===== config.mk =====
export PLATFORM = sky130hd
export DESIGN_NAME = sc_frog_position_register
export DESIGN_NICKNAME = d
export VERILOG_FILES = /design/src/rtl/sc_frog_position_register_pkg.sv /design/src/rtl/sc_frog_matrix_decoder.sv /design/src/rtl/sc_frog_position_register.sv
export SDC_FILE = /design/constraint.sdc
export NUM_CORES = 1
export LEC_CHECK = 0
export ABC_CLOCK_PERIOD_IN_PS = 2100
export CAP_MARGIN = 20
export CELL_PAD_IN_SITES_DETAIL_PLACEMENT = 0
export CELL_PAD_IN_SITES_GLOBAL_PLACEMENT = 2
export CORE_MARGIN = 4
export CORE_UTILIZATION = 28
export DETAILED_ROUTE_END_ITERATION = 7
export PLACE_DENSITY = 0.83
export SETUP_SLACK_MARGIN = 0.4
export SYNTH_ARGS = -nofsm -noshare
export SYNTH_HDL_FRONTEND = slang
export SYNTH_SLANG_ARGS = --single-unit

===== constraint.sdc =====
create_clock -name SC_FROGPOSITION_CLOCK_50 -period 2.1 [get_ports SC_FROGPOSITION_CLOCK_50]
set_input_delay 0.63 -clock SC_FROGPOSITION_CLOCK_50 [delete_from_list [all_inputs] [get_ports SC_FROGPOSITION_CLOCK_50]]
set_output_delay 0.63 -clock SC_FROGPOSITION_CLOCK_50 [all_outputs]
set_load 0.05 [all_outputs]

===== src/rtl/sc_frog_position_register_pkg.sv =====
// Shared constants for the Frogger control FSM and the frog position datapath.
package sc_frog_position_register_pkg;

    localparam logic [1:0] SHIFT_LEFT  = 2'b01;
    localparam logic [1:0] SHIFT_RIGHT = 2'b10;
    localparam logic [1:0] SHIFT_HOLD  = 2'b11;

    localparam int unsigned DEFAULT_ROWS = 8;
    localparam int unsigned DEFAULT_COLS = 8;

endpackage


===== src/rtl/sc_frog_matrix_decoder.sv =====
// Combinational row/col/valid to one-hot playfield map; illegal indices decode to all zeros.
module sc_frog_matrix_decoder #(
    parameter int unsigned ROWS = 8,
    parameter int unsigned COLS = 8,
    parameter int unsigned RW   = 3,
    parameter int unsigned CW   = 3
) (
    input  logic [RW-1:0]        row,
    input  logic [CW-1:0]        col,
    input  logic                 valid,
    output logic [ROWS*COLS-1:0] map
);

    always_comb begin
        map = '0;
        for (int r = 0; r < ROWS; r++) begin
            for (int c = 0; c < COLS; c++) begin
                map[r*COLS+c] = valid && (row == RW'(r)) && (col == CW'(c));
            end
        end
    end

endmodule


===== src/rtl/sc_frog_position_register.sv =====
// Frog position/score registers with prioritised command decoding and a registered one-hot map.
module sc_frog_position_register
    import sc_frog_position_register_pkg::*;
#(
    parameter int unsigned ROWS     = DEFAULT_ROWS,
    parameter int unsigned COLS     = DEFAULT_COLS,
    parameter int unsigned INIT_COL = 3,
    parameter int unsigned SCORE_W  = 4,
    localparam int unsigned RW      = (ROWS > 1) ? $clog2(ROWS) : 1,
    localparam int unsigned CW      = (COLS > 1) ? $clog2(COLS) : 1
) (
    input  logic                 SC_FROGPOSITION_CLOCK_50,
    input  logic                 SC_FROGPOSITION_RESET_InLow,
    input  logic                 SC_FROGPOSITION_clear_InLow,
    input  logic                 SC_FROGPOSITION_init_InLow,
    input  logic                 SC_FROGPOSITION_load0_InLow,
    input  logic                 SC_FROGPOSITION_load1_InLow,
    input  logic [1:0]           SC_FROGPOSITION_shiftselection_In,
    output logic [ROWS*COLS-1:0] SC_FROGPOSITION_matrix_Out,
    output logic [RW-1:0]        SC_FROGPOSITION_row_Out,
    output logic [CW-1:0]        SC_FROGPOSITION_col_Out,
    output logic                 SC_FROGPOSITION_valid_Out,
    output logic                 SC_FROGPOSITION_bottomsidecomparator_OutLow,
    output logic                 SC_FROGPOSITION_win_Out,
    output logic [SCORE_W-1:0]   SC_FROGPOSITION_score_Out
);

    localparam logic [RW-1:0] ROW_TOP = RW'(ROWS - 1);
    localparam logic [CW-1:0] COL_MAX = CW'(COLS - 1);
    localparam logic [CW-1:0] COL_INIT = CW'(INIT_COL);

    logic [RW-1:0]        row_q, row_d;
    logic [CW-1:0]        col_q, col_d;
    logic                 valid_q, valid_d;
    logic                 win_q, win_d;
    logic [SCORE_W-1:0]   score_q, score_d;
    logic [ROWS*COLS-1:0] matrix_q, matrix_d;

    // Priority chain: clear > init > up > down > shift.
    always_comb begin
        row_d   = row_q;
        col_d   = col_q;
        valid_d = valid_q;
        score_d = score_q;
        win_d   = 1'b0;
        if (!SC_FROGPOSITION_clear_InLow) begin
            valid_d = 1'b0;
        end else if (!SC_FROGPOSITION_init_InLow) begin
            valid_d = 1'b1;
            row_d   = '0;
            col_d   = COL_INIT;
        end else if (!SC_FROGPOSITION_load0_InLow) begin
            if (valid_q) begin
                if (row_q == ROW_TOP) begin
                    row_d   = '0;
                    col_d   = COL_INIT;
                    win_d   = 1'b1;
                    score_d = score_q + SCORE_W'(1);
                end else if (row_q < ROW_TOP) begin
                    row_d = row_q + RW'(1);
                end
            end
        end else if (!SC_FROGPOSITION_load1_InLow) begin
            // Guard against a DOWN on the bottom row even though the FSM should gate it.
            if (valid_q && (row_q != '0)) begin
                row_d = row_q - RW'(1);
            end
        end else if (valid_q) begin
            unique case (SC_FROGPOSITION_shiftselection_In)
                SHIFT_LEFT: begin
                    if (col_q < COL_MAX) col_d = col_q + CW'(1);
                end
                SHIFT_RIGHT: begin
                    if (col_q != '0) col_d = col_q - CW'(1);
                end
                SHIFT_HOLD, 2'b00: ;
            endcase
        end
    end

    sc_frog_matrix_decoder #(
        .ROWS (ROWS),
        .COLS (COLS),
        .RW   (RW),
        .CW   (CW)
    ) u_decoder (
        .row   (row_d),
        .col   (col_d),
        .valid (valid_d),
        .map   (matrix_d)
    );

    always_ff @(posedge SC_FROGPOSITION_CLOCK_50 or negedge SC_FROGPOSITION_RESET_InLow) begin
        if (!SC_FROGPOSITION_RESET_InLow) begin
            row_q    <= '0;
            col_q    <= COL_INIT;
            valid_q  <= 1'b0;
            win_q    <= 1'b0;
            score_q  <= '0;
            matrix_q <= '0;
        end else begin
            row_q    <= row_d;
            col_q    <= col_d;
            valid_q  <= valid_d;
            win_q    <= win_d;
            score_q  <= score_d;
            matrix_q <= matrix_d;
        end
    end

    assign SC_FROGPOSITION_matrix_Out = matrix_q;
    assign SC_FROGPOSITION_row_Out    = row_q;
    assign SC_FROGPOSITION_col_Out    = col_q;
    assign SC_FROGPOSITION_valid_Out  = valid_q;
    assign SC_FROGPOSITION_win_Out    = win_q;
    assign SC_FROGPOSITION_score_Out  = score_q;
    assign SC_FROGPOSITION_bottomsidecomparator_OutLow = ~(valid_q && (row_q == '0));

endmodule


### Word-level counts from Yosys, hierarchy flattened

Index checks and enable logic that the tools add are counted.

| storage, ports and cells | value |
|---|---|
| bits in registers | 76 |
| input port bits | 8 |
| output and inout port bits | 77 |
| word-level logic and storage cells | 137 |

| cells by class | value |
|---|---|
| $add $sub $neg | 5 |
| magnitude comparators | 2 |
| equality and inequality tests | 17 |
| muxes and demuxes | 25 |
| bitwise operators | 2 |
| reductions and logical operators | 80 |

Operator list:

| kind | number |
|---|---|
| $logic_and 1x1->1 | 74 |
| $mux 3 | 17 |
| $eq 3x3->1 const B | 9 |
| $eq 3x2->1 const B | 4 |
| $logic_not 3->1 | 3 |
| $mux 1 | 7 |
| $add 3x1->3 const B | 2 |
| $eq 3x1->1 const B | 2 |
| $lt 3x3->1 const B | 2 |
| $pmux 3 s2 | 1 |
| $reduce_bool 3->1 | 2 |
| $sub 3x1->3 const B | 2 |
| $reduce_and 5->1 | 1 |
| $add 4x1->4 const B | 1 |
| $eq 2x1->1 const B | 1 |
| $eq 2x2->1 const B | 1 |
| $not 1->1 | 2 |

### Logic depth before layout (Yosys ltp)

| logic depth | value |
|---|---|
| depth after elaboration | 10 |
| depth in mapped cells | 9 |
| mapped depth without buffers | 8 |

### Cells and area by module

A second synthesis with hierarchy kept.

| unflattened totals | value |
|---|---|
| cell total of the unflattened synthesis | 263 |
| area, all modules | 3007.9 µm² |

Modules (own cells, without submodules):

| module | times used | cells an instance | area an instance (µm²) | seq. area each (µm²) |
|---|---|---|---|---|
| sc_frog_position_register | 1 | 168 | 2542.4 | 1904.3 |
| sc_frog_matrix_decoder | 1 | 95 | 465.4 | 0.0 |

### Worst setup path after synthesis

OpenSTA, ideal clock, no wires.

| timing path | value |
|---|---|
| path type | register to register |
| start | reg row_q[1], in the netlist SC_FROGPOSITION_row_Out[1] |
| end | reg matrix_q[17], in the netlist SC_FROGPOSITION_matrix_Out[17] |
| setup time | 0.087 ns |
| arrival | 2.407 ns |
| data required time | 2.013 ns |
| slack | -0.394 ns |
| stages on the path, launching flop included | 9 |
| path buffers | 1 |
| clock period less this slack | 2.494 ns |
| cell sequence | dfrtp_1 -> inv_1 -> ha_1 -> nor2b_1 -> or3_1 -> a31oi_2 -> nand2_1 -> buf_2 -> nor3_1 |

| between the ends | value |
|---|---|
| cells in the longest elaborated chain, start to end | 10 |
| elaborated cells between the ends (all ways) | 23 |
| classes of those cells | add/sub (2); order compare (1); eq/ne (3); mux (13); reduce/logical (4) |

RTL lines:

| what | RTL line | RTL |
|---|---|---|
| from (decl) | sc_frog_position_register.sv:32 | `logic [RW-1:0] row_q, row_d;` |
| from (signal assigned) | sc_frog_position_register.sv:102 | `row_q <= row_d;` |
| $add 3x1->3, or another cell as far along | sc_frog_position_register.sv:60 | `row_d = row_q + RW'(1);` |
| $mux 3 / $logic_and 1x1->1 (equally long branches) | sc_frog_position_register.sv:59, sc_frog_position_register.sv:65 |  |
| $mux 3 (on tied branches) | sc_frog_position_register.sv:54, sc_frog_position_register.sv:65 |  |
| $mux 3 (on tied branches) | sc_frog_position_register.sv:53, sc_frog_position_register.sv:63 |  |
| $mux 3 | sc_frog_position_register.sv:52 | `end else if (!SC_FROGPOSITION_load0_InLow) begin` |
| $mux 3 | sc_frog_position_register.sv:48 | `end else if (!SC_FROGPOSITION_init_InLow) begin` |
| $mux 3 | sc_frog_position_register.sv:46 | `if (!SC_FROGPOSITION_clear_InLow) begin` |
| $eq 3x2->1 | sc_frog_matrix_decoder.sv:18 | `map[r*COLS+c] = valid && (row == RW'(r)) && (col == CW'(c));` |
| $logic_and 1x1->1 | sc_frog_matrix_decoder.sv:18 |  |
| $logic_and 1x1->1 * | sc_frog_matrix_decoder.sv:18 |  |
| via matrix_d[17] | sc_frog_position_register.sv:37 | `logic [ROWS*COLS-1:0] matrix_q, matrix_d;` |
| to (signal assigned) | sc_frog_position_register.sv:107 | `matrix_q <= matrix_d;` |
| to (decl) | sc_frog_position_register.sv:37 |  |

Mark *: on every way through the listed nets, which the timed path passes. The rest lies on a longest branch.
A chain may end at the register's enable or synchronous reset.

### Worst setup path in the final report

| timing path | value |
|---|---|
| start | reg col_q[0], in the netlist SC_FROGPOSITION_col_Out[0] |
| end | reg matrix_q[53], in the netlist SC_FROGPOSITION_matrix_Out[53] |

| between the ends | value |
|---|---|
| cells in the longest elaborated chain, start to end | 10 |
| elaborated cells between the ends (all ways) | 16 |
| classes of those cells | add/sub (2); order compare (1); eq/ne (1); mux (10); reduce/logical (2) |

RTL lines:

| what | RTL line | RTL |
|---|---|---|
| from (decl) | sc_frog_position_register.sv:33 | `logic [CW-1:0] col_q, col_d;` |
| from (signal assigned) | sc_frog_position_register.sv:103 | `col_q <= col_d;` |
| $sub 3x1->3, or another cell as far along | sc_frog_position_register.sv:74 | `if (col_q != '0) col_d = col_q - CW'(1);` |
| $mux 3 (on tied branches) | sc_frog_position_register.sv:74, sc_frog_position_register.sv:71 |  |
| $pmux 3 s2 | sc_frog_position_register.sv:69 | `unique case (SC_FROGPOSITION_shiftselection_In)` |
| $mux 3 | sc_frog_position_register.sv:68 | `end else if (valid_q) begin` |
| $mux 3 | sc_frog_position_register.sv:63 | `end else if (!SC_FROGPOSITION_load1_InLow) begin` |
| $mux 3 | sc_frog_position_register.sv:52 |  |
| $mux 3 | sc_frog_position_register.sv:48 |  |
| $mux 3 * | sc_frog_position_register.sv:46 |  |
| via col_d[0] | sc_frog_position_register.sv:33 |  |
| $eq 3x3->1 * | sc_frog_matrix_decoder.sv:18 |  |
| $logic_and 1x1->1 * | sc_frog_matrix_decoder.sv:18 |  |
| via matrix_d[53] | sc_frog_position_register.sv:37 |  |

Marked as above.

==> results by group <==
Finish
  • Diodes inserted: 0
  • Post-layout net count: 472
  • Top library cells by usage in the layout, fill and taps aside: buf_4 (112), dfrtp_1 (69), buf_6 (28)
  • Commonest non-fill, non-tap cell in the layout: buf_4
  • Multi-input gate area: 2110 µm²
  • Layout Cells excl Fill: 599
  • Share of layout cells above drive strength 1: 0.723
  • Area growth syn-to-layout: 100%
  • Sequential cell area: 1920 µm²
  • Fill cells: 874

Clock tree
  • Clock latency at the later pin of the worst-skew pair: 0.34 ns
  • Clock sink count: 76
  • CTS tree: built
  • Hold-fix buffers at CTS: 0
  • Maximum clock insertion buffer count: 2
  • Buffer cell driving the clock tree root: clkbuf_16
  • Clock buffer count from CTS: 9
  • H-tree levels: 3
  • Clock-pin transition on the worst setup and hold timing paths: 0.06 ns

Timing
  • Achievable frequency: 439 MHz
  • Clock skew after layout: 0.00845 ns
  • Worst-Margin Slew: 0.487 ns
  • Final hold viol count: 0
  • Final setup violation count: 65
  • Fin crit share: 1.09
  • RSZ-0062 raised after global routing: yes
  • Shortest period the worst path allows: 2.28 ns
  • Hold_ws: 0.232 ns
  • Worst slew slack as a fraction of its limit: 0.674
  • Smallest setup slack after layout: -0.179 ns
  • Total count of max-transition violations in the final report: 0

Place
  • PortBufs: 84
  • Half-perimeter wire length after placement: 6430 µm
  • Cell count after placement: 533
  • Final weighted congestion of routability-driven global placement: 0.784

Global route
  • Antenna violations before repair: 0
  • Met3 track demand over resource in global routing: 0.0474
  • Vias in the first global route: 2932
  • First-pass GRT wire length: 15800 µm
  • Global-route track usage on met2: 0.253
  • Maximum number of pins on one net before global-route repair: 37
  • Routing layer with the top usage in global route: met2
  • Global-route met1 utilization: 0.201
  • Global route overflow: 0
  • All-layer global routing usage: 0.154

Yosys
  • Simple-Gate Fraction of Synth Area: 0.215
  • Portion of netlist area occupied by mux cells: 0.0101
  • Number of register bits inferred by synthesis: 76
  • Proportion of synthesized flip-flops having asynchronous set or reset: 1.00
  • Number of library cell types mapped by synthesis: 51
  • Main combinational cell family by area after synthesis: simple AND/OR/NAND/NOR gates
  • Mapped Cells: 268
  • Xor/xnor share of the synthesized area: 0.00815
  • Post-synth EDFFs: 0
  • Most instantiated flip-flop cell in the synthesis netlist: dfrtp_1
  • Sequential element share of the synthesized area: 0.590
  • Post-synth net total: 286
  • Area fraction in compound gates after synthesis: 0.0896
  • Synthesized-area fraction occupied by adder cells: 0.0388
  • Synthesis Warnings: 0
  • Synth Cell Area: 3230 µm²
  • Avg Inst Size Synth: 12.0 µm²

Outcome
  • Violations in the final reports: negative setup slack
  • Run status: complete, but fails checks

Detailed routing
  • Number of remaining DRC errors: 0
  • Iteration count of the initial detailed-routing pass: 4
  • Routed wirelength normalized by instance count: 17.5 µm
  • DR vias/cell: 4.87
  • Routed vias: 2916
  • Residual antenna-violating net count after detailed routing: 0
  • Total routed wirelength: 10500 µm
  • DR iter-0 viols: 76

Worst hold path
  • Tightest Hold Check Type: in2async

Floorplan
  • Initial Util: 0.291
  • Row Count: 38
  • Area of the core: 11100 µm²
  • Num ports: 85
  • Die W: 115 µm
  • DIE HEIGHT: 115 µm
  • Die footprint: 13300 µm²

Critical path
  • Category of the worst setup path launch point: register
  • Critical Setup Path Class: reg2reg
  • Capturing element type of the critical path: register
  • WP data required: 2.35 ns
  • Critical path launch point: SC_FROGPOSITION_col_Out[0]
  • Startpoint of the worst register-to-register path: SC_FROGPOSITION_col_Out[0]
  • Critical Path AT: 2.53 ns
  • Largest fanout on the critical path: 8

Power and ir drop
  • Maximum VDD drop: 471 µV
  • Cell leakage power: 0.00281 µW
  • Power density of the placed cells: 704 nW/µm²

Flow run
  • Max Cap Violations: 0
-- final cells by class --
type,instances,share of cell area
Clock inverter,3,0.00291
Timing Repair Buffer,189,0.286
Tap cell,140,0.0272
Clock buffer,13,0.0419
Inverter,17,0.0165
Multi-Input combinational cell,161,0.328
Sequential cell,76,0.298
-- cell usage after synthesis, types with 2 or more instances --
cell type,n,area [µm²]
a211oi_1,2,15.0
a21oi_1,4,20.0
a221oi_2,2,30.0
a31oi_1,2,12.5
and3_1,2,12.5
buf_2,6,30.0
buf_4,2,15.0
buf_6,2,22.5
clkbuf_1,4,15.0
dfrtp_1,74,1850
dfstp_2,2,52.6
ha_1,10,125
inv_1,13,48.8
inv_2,3,11.3
mux2_2,2,22.5
nand2_1,15,56.3
nand2b_1,4,25.0
nand3_1,6,30.0
nand3b_1,5,37.5
nand4_1,2,12.5
nor2_1,3,11.3
nor2b_1,4,25.0
nor3_1,30,150
nor3_2,3,30.0
nor4_1,24,150
nor4_2,9,113
o21ai_0,6,30.0
o32ai_1,2,17.5
or3_1,2,12.5
xnor2_1,2,17.5
-- metal layers --
metal	up-vias	part of all wire
li1	1364	-
met1	1456	0.42
met2	82	0.51
met3	14	0.060
met4	0	0.014
met5	-	0
-- repair_timing --
| action | 4_1_cts | 5_1_grt |
|---|---|---|
| pin swaps | 28 | 17 |
| gates cloned | 3 | 0 |
| setup endpoints to repair | 99 | 85 |
| buffers inserted | 22 | 25 |
| gates resized for setup | 176 | 65 |
-- flip-flops by register name, indices dropped and copies added, names as in the netlist --
register                    cells
SC_FROGPOSITION_matrix_Out     64
SC_FROGPOSITION_row_Out         3
SC_FROGPOSITION_col_Out         3
SC_FROGPOSITION_valid_Out       1
SC_FROGPOSITION_win_Out         1
SC_FROGPOSITION_score_Out       4
-- worst paths after layout --
path                                                               to  slack, ns  depth (start not counted)
worst max-delay path                   SC_FROGPOSITION_matrix_Out[53]      -0.18                         11
max in group asynchronous              SC_FROGPOSITION_matrix_Out[45]       1.31                          2
worst max register to register         SC_FROGPOSITION_matrix_Out[53]      -0.18                         11
worst min-delay path                     SC_FROGPOSITION_score_Out[3]       0.23                          1
worst min register to register           SC_FROGPOSITION_score_Out[3]       0.50                          1
min in group SC_FROGPOSITION_CLOCK_50    SC_FROGPOSITION_score_Out[3]       0.50                          1
-- power by group --
part,switching [µW],internal (µW)
Sequential,34.6,1510
Clock,585,897
Combinational,858,653
-- cells by family after synthesis --
family / after synthesis
AOI/OAI and AO/OA: 32
xor gates and xnor gates: 3
adders and majority gates: 10
buffers and inverters: 32
DFF: 76
muxes: 3
and+or+nand+nor: 112
-- critical path, stage by stage (launching register included) --
cell      delay (ns)
dfstp_4         0.64
inv_4           0.05
ha_4            0.15
nor2b_1         0.16
o21ai_0         0.20
buf_4           0.16
a221oi_4        0.06
buf_12          0.15
inv_4           0.13
nand3_4         0.17
buf_6           0.16
nor3_4          0.15
-- per-stage QoR --
step	util	total power [µW]	setup slack, ns	instance area, µm²	TNS (ns)
final	0.582	4540	-0.179	6450	-6.82
after global routing	0.582	4720	-0.268	6450	-11.87
after detailed placement	0.441	2570	-0.935	4890	-55.03
after global placement	0.441	2550	-0.906	4890	-54.12
after floorplan	-	2150	-0.207	3560	-9.04
after CTS	0.543	4360	-0.123	6010	-4.66
Power figures use the tool's default switching activity.
